$ cat config.mk
export PLATFORM = sky130hd
export DESIGN_NAME = tff_counter
export DESIGN_NICKNAME = d
export VERILOG_FILES = /design/src/rtl/tff_counter.sv
export SDC_FILE = /design/constraint.sdc
export NUM_CORES = 1
export LEC_CHECK = 0
export CELL_PAD_IN_SITES_DETAIL_PLACEMENT = 1
export CELL_PAD_IN_SITES_GLOBAL_PLACEMENT = 2
export CORE_AREA = 2 2 52 78
export DETAILED_ROUTE_END_ITERATION = 10
export DIE_AREA = 0 0 54 80
export PLACE_DENSITY = 0.93
export REMOVE_ABC_BUFFERS = 1
export SLEW_MARGIN = 10
export SYNTH_ARGS = -nofsm -noshare
export SYNTH_HDL_FRONTEND = slang
export SYNTH_SLANG_ARGS = --single-unit
$ cat constraint.sdc
create_clock -name clk -period 5.82 [get_ports clk]
set_clock_uncertainty 0.1 [all_clocks]
set_input_delay 1.455 -clock clk [delete_from_list [all_inputs] [get_ports clk]]
set_output_delay 1.455 -clock clk [all_outputs]
set_load 0.005 [all_outputs]
$ cat src/rtl/tff_counter.sv
// -----------------------------------------------------------------------------
// tff_counter
// Up/down modulo counter built from a bank of WIDTH toggle-flip-flop cells.
// The next value is computed arithmetically. Each bit then toggles when its
// T term (q ^ next) is 1, so q always matches a plain binary counter.
//
// Parameters
//   WIDTH     counter width in bits (1..32)
//   MODULUS   count range 0..MODULUS-1 (2..2^WIDTH)
//   SATURATE  0 = wrap at the ends, 1 = hold at the ends
//
// Ports
//   clk       rising-edge clock
//   reset     asynchronous active-low reset
//   en        count enable
//   up        direction, 1 = increment, 0 = decrement
//   load      synchronous load of load_val (clamped to MODULUS-1)
//   load_val  value to load
//   clear     synchronous clear to 0 (highest priority)
//   q         registered count
//   qb        ~q
//   tc        next enabled edge wraps or saturates
//   wrap      one-cycle registered pulse after a wrap/saturation hit
// -----------------------------------------------------------------------------
module tff_counter #(
  parameter int              WIDTH    = 8,
  parameter longint unsigned MODULUS  = 256,
  parameter int              SATURATE = 0
) (
  input  logic             clk,
  input  logic             reset,
  input  logic             en,
  input  logic             up,
  input  logic             load,
  input  logic [WIDTH-1:0] load_val,
  input  logic             clear,
  output logic [WIDTH-1:0] q,
  output logic [WIDTH-1:0] qb,
  output logic             tc,
  output logic             wrap
);

  // MODULUS is 64-bit so that 2^32 is representable when WIDTH is 32.
  if (WIDTH < 1 || WIDTH > 32) begin : g_bad_width
    $error("tff_counter: WIDTH must be in 1..32");
  end else if (MODULUS < 2 || MODULUS > (64'd1 << WIDTH)) begin : g_bad_modulus
    $error("tff_counter: MODULUS must be in 2..2^WIDTH");
  end

  localparam logic [WIDTH-1:0] MAX_VAL = WIDTH'(MODULUS - 64'd1);
  localparam logic [WIDTH-1:0] ONE     = WIDTH'(1);

  logic [WIDTH-1:0] q_q;
  logic [WIDTH-1:0] q_d;
  logic [WIDTH-1:0] t;
  logic             wrap_q;
  logic             wrap_d;
  logic             at_max;
  logic             at_zero;

  assign at_max  = (q_q == MAX_VAL);
  assign at_zero = (q_q == '0);

  always_comb begin
    q_d    = q_q;
    wrap_d = 1'b0;
    if (clear) begin
      q_d = '0;
    end else if (load) begin
      // Comparing against MAX_VAL is equivalent to load_val >= MODULUS.
      q_d = (load_val > MAX_VAL) ? MAX_VAL : load_val;
    end else if (en) begin
      if (up) begin
        if (at_max) begin
          wrap_d = 1'b1;
          q_d    = (SATURATE != 0) ? q_q : '0;
        end else begin
          q_d = q_q + ONE;
        end
      end else begin
        if (at_zero) begin
          wrap_d = 1'b1;
          q_d    = (SATURATE != 0) ? q_q : MAX_VAL;
        end else begin
          q_d = q_q - ONE;
        end
      end
    end
  end

  // Per-bit toggle terms feeding the T cells.
  assign t = q_q ^ q_d;

  always_ff @(posedge clk or negedge reset) begin
    if (!reset) begin
      q_q    <= '0;
      wrap_q <= 1'b0;
    end else begin
      for (int i = 0; i < WIDTH; i++) begin
        q_q[i] <= t[i] ? ~q_q[i] : q_q[i];
      end
      wrap_q <= wrap_d;
    end
  end

  assign q    = q_q;
  assign qb   = ~q_q;
  assign wrap = wrap_q;
  // tc is gated by en only; clear and load do not suppress it.
  assign tc   = en & ((up & at_max) | (~up & at_zero));

endmodule

== Word level (Yosys, flattened, before mapping) ==
Index checks and enable logic that the tools add are counted.

* Logic and storage cells: 42
* Output and inout port bits: 18
* Register bits after elaboration: 9
* Input port bits: 14

* Equality and inequality tests: 1
* Reduce and logical (&&, ||, !) cells: 1
* Add/subtract/negate cells: 2
* Multiplexer cells: 13
* Bitwise logic cells: 15
* $lt $le $gt $ge: 1

{| class="wikitable"
|+ Operators by type and width
! operator !! number
|-
| 8-bit two-way mux || 7
|-
| 1-bit inverter || 9
|-
| 8-bit by 1-bit adder with 8-bit output (second input constant) || 1
|-
| 8-bit equality test (second input constant) || 1
|-
| 8-bit > comparator (second input constant) || 1
|-
| 8-bit zero test || 1
|-
| 8-bit inverter || 1
|-
| 8-bit by 1-bit subtractor with 8-bit output (second input constant) || 1
|-
| 8-bit bitwise XOR || 1
|-
| 1-bit two-way mux || 6
|-
| 1-bit AND || 3
|-
| 1-bit OR || 1
|}

== Depth between registers and ports, before layout ==
Gate-level depths: netlist of the first run.

* Word-level depth: 7
* Gate-level depth with buffers: 6
* Gate-level depth less buffers: 6

== Worst setup path after synthesis of the first run ==
No wires, ideal clock.

* Kind: input-to-output
* Start point: in up
* End point: out tc
* Arrival: 1994 ps
* Buffers on the path: 1
* Slack: 2271 ps
* Cell stages on the path: 3
* Data required time: 4265 ps
* Cell sequence: buf_6 -> nor4_2 -> o21a_1

* Word-level cells in the longest chain between the ends: 4
* Elaborated cells between the ends (all ways): 5
* Classes of those cells: 5 x bitwise

{| class="wikitable"
|+ RTL lines
! what !! line !! RTL
|-
| from (decl) || 33 || <nowiki>input logic up,</nowiki>
|-
| 1-bit inverter || 110 || <nowiki>assign tc = en & ((up & at_max) | (~up & at_zero));</nowiki>
|-
| 1-bit AND || 110 ||
|-
| 1-bit OR (*) || 110 ||
|-
| 1-bit AND (*) || 110 ||
|-
| to (decl) || 39 || <nowiki>output logic tc,</nowiki>
|}

Every way passes the cells marked *; elsewhere a longest branch is shown, timed or not.

== Worst setup path after layout of the first run ==
Ends and elaborated chain as after synthesis.

==> results of run 1 <==
## worst reg2reg max path, delay by kind of cell (launching register included)
| family | cells | cell delay, ns |
|---|---|---|
| AOI/OAI and AO/OA | 3 | 0.72 |
| adders and majority gates | 1 | 0.19 |
| buffers and inverters | 1 | 0.19 |
| DFF | 1 | 0.46 |
| and+or+nand+nor | 1 | 0.34 |
## routing by layer
metal | vias up | GRT usage (%) | wire length, um
li1 | 479 | - | -
met1 | 506 | 18.4 | 1230
met2 | 29 | 29.5 | 1700
met3 | 9 | 1.69 | 92
met4 | 0 | 9.50 | 104
met5 | - | 0 | 0
## Yosys cell counts, types with 3 or more instances
library cell  number
a21o_1             3
a21oi_1           10
dfrtp_1            9
ha_1               3
inv_1             13
nand2_1            6
nand3_1            4
nand4_1            3
nor2_1             6
nor3_1             3
o21ai_0            4
o311ai_0           3
## state kept, by name (all words and copies together) (netlist names)
register and count:
q 8, wrap 1
## power breakdown
| group | switching [mW] | internal (mW) | total [mW] |
|---|---|---|---|
| clock network | 0.0276 | 0.0480 | 0.0756 |
| logic | 0.0387 | 0.0445 | 0.0832 |
| registers | 0.0129 | 0.0671 | 0.0800 |
| total | 0.0792 | 0.160 | 0.239 |
## path summary, 6_finish.rpt
check / cells past startpoint / endpoint / startpoint / slack [ns]
worst max-delay path: 4 / tc / up / 1.10
worst min-delay path: 2 / q[0] / q[0] / 0.69
worst max register to register: 6 / q[2] / q[0] / 3.72
worst min register to register: 2 / q[0] / q[0] / 0.69
max in group asynchronous: 1 / q[2] / reset / 3.84
min in group asynchronous: 1 / q[1] / reset / 1.44
## cell families after synthesis
family | Yosys count
compound gates | 38
fa+ha+maj | 3
xor+xnor | 2
buf+inv | 21
mux | 2
simple gates | 39
flops | 9
## layout make-up
| type | count | area [um^2] | share of cell area, % |
|---|---|---|---|
| clock buffer | 4 | 45.0 | 3.50 |
| timing repair buffer | 31 | 310 | 24.1 |
| tap | 43 | 53.8 | 4.18 |
| inverter | 13 | 48.8 | 3.79 |
| sequential | 9 | 225 | 17.5 |
| multi-input combinational | 84 | 603 | 46.9 |
## stage by stage
step                      power (mW)  cell area, um^2  utilization, %
final                          0.239             1290            35.3
after global routing           0.253             1290            35.3
after CTS                      0.242             1290            35.3
after detailed placement       0.164             1240            34.0
after global placement         0.163             1240            34.0
after floorplan                0.119              877               -
==> summary.md, run 1 <==
| Metric | Value |
|---|---|
| Cells after Synth | 114 |
| DRC | 0 |
| Clk_lat worst skew | 0.24 ns |
| Total CTS buffers | 3 |
| Period utilisation layout | 81.2% |
| Yosys warnings | 0 |
| GRT Residual Overflow | 0 |
| First-pass GRT wire length | 5260 um |
| Simple-gate portion of the synthesized area | 24.2% |
| Dpl ws | 1.12 ns |
| DR WL/cell | 17.0 um |
| CP Capture Type | primary output |
| Die H | 80 um |
| PortBufs | 31 |
| Leak | 0.498 nW |
| Worst hold path type | reg2reg |
| Nets@finish | 159 |
| Mapped cell area | 957 um^2 |
| Std cell rows | 27 |
| Die area | 4320 um^2 |
| Layout area overhead | 34.4% |
| Global Route Usage Sum | 16.7% |
| Fin. max-slew vios | 0 |
| Via count | 1023 |
| Yosys top cell by area | dfrtp_1 |
| Dpl cells | 180 |
| Worst slew margin relative to its limit | 55.8% |
| CP Launch Type | primary input |
| 1st-iter DRT viols | 24 |
| Final worst slack | 1.10 ns |
| Top delay family on crit path | buffers and inverters |
| Initial core utilization | 26.2% |
| Share of cells above drive strength 1 | 10.6% |
| Die width | 54 um |
| Clock sink count | 9 |
| Largest family of logic cells by synthesized area | compound AO/OA/AOI/OAI gates |
| CTS tree | built |
| RSZ-0062 raised after global routing | no |
| IO Count | 32 |
| Setup Fix Bufs, Post-CTS | 0 |
| Final setup viols | 0 |
| Antenna violations before repair | 0 |
| Hold WS | 0.694 ns |
| Post-DRT Antenna Nets | 0 |
| Cell variety after synth | 50 |
| Slew of the pin with the lowest slew margin | 0.661 ns |
| WP data required | 4.26 ns |
| EDFF count, synth | 0 |
| Synth top area cells | dfrtp_1 (24%), a21oi_1 (5.2%), inv_1 (5.1%) |
| Cell Pwr Density | 186 nW/um^2 |
| Max-cap violation count | 0 |
| Main synth FF type | dfrtp_1 |
| Top cell type's share of synthesized area | 23.5% |
| Number of hold buffers added after CTS | 0 |
| Fillers | 437 |
| Multiplexer share of the synthesized area | 2.22% |
| Synthesized-area fraction occupied by adder cells | 3.92% |
| Post-DP HPWL | 2420 um |
| Htree depth | 1 |
| Worst path max stage delay | 0.63 ns |
| Worst path slowest cell | clkdlybuf4s50_1 |
| CP Max Fanout | 11 |
| Buf+Inv Stages, Crit Path | 2 |
| Antenna diodes | 0 |
| Run status | finished, final reports clean |
| Root buffer cell | clkbuf_8 |
| Commonest cells after routing, fill and taps aside | clkdlybuf4s50_1 (31), inv_1 (13), a21oi_1 (10) |
| Post-route setup TNS | 0 ns |
| Via/cell ratio | 5.56 |
| Endpoints failing hold | 0 |
| Most common cell after layout, fill and taps aside | clkdlybuf4s50_1 |
| CTS Buffer Depth | 2 |
| Arrival time at the worst endpoint | 3.17 ns |
| Core area | 3650 um^2 |
| Seq cells post-synth | 9 |
| Routed wire length | 3130 um |
| Cell seen most often among critical-path stages | clkdlybuf4s50_1 |
| Detailed Routing Iterations Pass 1 | 4 |
| Cell Chain, Critical Path | clkdlybuf4s50_1 -> nor4_2 -> o21a_1 -> clkdlybuf4s50_1 |
| Syn Area/Cell | 8.40 um^2 |
| PostCTS Resize Cnt | 0 |
| Vias in the first global route | 1083 |
| Highest Clock Rate | 212 MHz |
| Xor/xnor cell area share of the yosys netlist | 1.83% |
| Async SR Flop Fraction | 100% |
| Max IR drop VDD | 0.113 mV |
| Final Critical Period | 4.72 ns |
| Seq/Total Area, Yosys | 23.5% |
| Routability congestion estimate | 0.855 |
| Type of the worst setup path | in2out |
| Post-synthesis compound-gate area fraction | 30.8% |
| Largest net degree at the start of global routing | 17 |
| Finished Layout Cells | 184 |
| Clock-pin slew on the worst setup and hold paths | 0.05 ns |
Note: power is estimated with default switching activity, not from simulation.
==> run 2: changes to the inputs <==
Settings changed: CORE_AREA 2 2 52 78 to 2 2 54 81, DIE_AREA 0 0 54 80 to 0 0 56 83, PLACE_DENSITY 0.93 to 0.88.
Clock period 5.82 ns to 4.4 ns, I/O delays scaled along.
==> summary.md, run 2 (synthesis results as in run 1) <==
| Metric | Value |
|---|---|
| Die H | 83 um (+3.8%) |
| Run status | finished, final reports clean |
| Post-DP HPWL | 2500 um (+3.2%) |
| CTS tree | built |
| Htree depth | 1 (unchanged) |
| Buf+Inv Stages, Crit Path | 2 (unchanged) |
| Number of hold buffers added after CTS | 0 (unchanged) |
| CP Max Fanout | 3 (-8) |
| First-pass GRT wire length | 5550 um (+5.5%) |
| CTS Buffer Depth | 2 (unchanged) |
| IO Count | 32 (unchanged) |
| Worst slew margin relative to its limit | 56.5% (+0.66 points) |
| Max IR drop VDD | 0.125 mV (+11%) |
| Post-route setup TNS | 0 ns (unchanged) |
| Antenna violations before repair | 0 (unchanged) |
| Clk_lat worst skew | 0.24 ns (about the same) |
| Antenna diodes | 0 (unchanged) |
| Largest net degree at the start of global routing | 17 (unchanged) |
| Initial core utilization | 24.4% (-1.8 points) |
| Nets@finish | 162 (+1.9%) |
| Global Route Usage Sum | 14.7% (-2.0 points) |
| Worst hold path type | reg2reg |
| Total CTS buffers | 3 (unchanged) |
| 1st-iter DRT viols | 38 (+58%) |
| DR WL/cell | 17.2 um (+1.3%) |
| Max-cap violation count | 0 (unchanged) |
| WP data required | 3.20 ns (-1.06 ns) |
| CP Capture Type | primary output |
| Cell Pwr Density | 246 nW/um^2 (+33%) |
| Vias in the first global route | 1123 (+3.7%) |
| PostCTS Resize Cnt | 0 (unchanged) |
| Endpoints failing hold | 0 (unchanged) |
| Root buffer cell | clkbuf_8 |
| Most common cell after layout, fill and taps aside | clkdlybuf4s50_1 |
| Std cell rows | 28 (+3.7%) |
| Layout area overhead | 37.0% |
| Max reg flops | 8 (unchanged) |
| Core area | 3920 um^2 (+7.5%) |
| Commonest cells after routing, fill and taps aside | clkdlybuf4s50_1 (31), inv_1 (13), a21oi_1 (10) |
| Final worst slack | 0.629 ns (-0.467 ns) |
| PortBufs | 31 (unchanged) |
| Period utilisation layout | 85.7% |
| Arrival time at the worst endpoint | 2.57 ns (-0.60 ns) |
| Share of cells above drive strength 1 | 12.5% (+1.9 points) |
| Worst path slowest cell | clkdlybuf4s50_1 |
| Die width | 56 um (+3.7%) |
| Post-DRT Antenna Nets | 0 (unchanged) |
| Highest Clock Rate | 265 MHz |
| Slew of the pin with the lowest slew margin | 0.647 ns (-0.0138 ns) |
| Type of the worst setup path | in2out |
| Die area | 4650 um^2 (+7.6%) |
| Clock sink count | 9 (unchanged) |
| Detailed Routing Iterations Pass 1 | 4 (unchanged) |
| Clock-pin slew on the worst setup and hold paths | 0.05 ns (about the same) |
| Top delay family on crit path | buffers and inverters |
| Cell Chain, Critical Path | clkdlybuf4s50_1 -> nor4_2 -> o21a_1 -> clkdlybuf4s50_1 |
| Final Critical Period | 3.77 ns |
| Dpl ws | 0.633 ns (-0.488 ns) |
| Final setup viols | 0 (unchanged) |
| Hold WS | 0.681 ns (-0.0131 ns) |
| GRT Residual Overflow | 0 (unchanged) |
| Via count | 1035 (+1.2%) |
| Worst path max stage delay | 0.51 ns (-0.12 ns) |
| R2R setup slack | 2.35 ns (-1.37 ns) |
| DRC | 0 (unchanged) |
| Fin. max-slew vios | 0 (unchanged) |
| Cell seen most often among critical-path stages | clkdlybuf4s50_1 |
| Routed wire length | 3250 um (+4.1%) |
| Routability congestion estimate | 0.799 (-6.5%) |
| Via/cell ratio | 5.48 (-1.5%) |
| Leak | 0.512 nW (+3.0%) |
| CP Launch Type | primary input |
| RSZ-0062 raised after global routing | no |
| Setup Fix Bufs, Post-CTS | 0 (unchanged) |
run 2: through the flow:
stage                     power [mW]  util, %  std cells  cell area, um^2
after floorplan                0.157        -        106              877
after global placement         0.217     32.3        185             1270
after detailed placement       0.220     32.3        185             1270
after CTS                      0.323     33.4        189             1310
after global routing           0.341     33.4        189             1310
final                          0.323     33.4        189             1310
run 2: final cells by class:
cell class | instances | area (um^2)
Fill cell | 490 | 2610
Multi-Input combinational cell | 84 | 603
Timing Repair Buffer | 34 | 333
Sequential cell | 9 | 225
Tap cell | 45 | 56.3
Inverter | 13 | 48.8
Clock buffer | 4 | 45.0
run 2: routing by layer:
metal | part of all wire [%] | routed length (um) | up-vias | global-route usage, %
li1 | - | - | 482 | -
met1 | 41 | 1330 | 508 | 17.7
met2 | 53 | 1720 | 37 | 26.5
met3 | 3.9 | 126 | 8 | 1.25
met4 | 2.2 | 70 | 0 | 5.41
met5 | 0 | 0 | - | 0
run 2: report_power, final:
part	leakage [nW]	total, mW	internal [mW]	switching [mW]
Combinational	0.372	0.115	0.0610	0.0545
Sequential	0.118	0.103	0.0886	0.0148
Clock	0.0228	0.104	0.0638	0.0401
Total	0.512	0.323	0.213	0.109
run 2: final timing paths:
path                       startpoint  endpoint  cells past startpoint
max                                up        tc                      4
min                              q[4]      q[4]                      2
max reg2reg                      q[0]      q[2]                      6
min reg2reg                      q[4]      q[4]                      2
max in group asynchronous       reset      q[5]                      1
min in group asynchronous       reset      q[6]                      1
run 2: worst min-delay path: cells and delay by family (launching register included):
kind           cells  cell delay (ns)
flip-flops         1             0.49
AO/OA/AOI/OAI      2             0.25
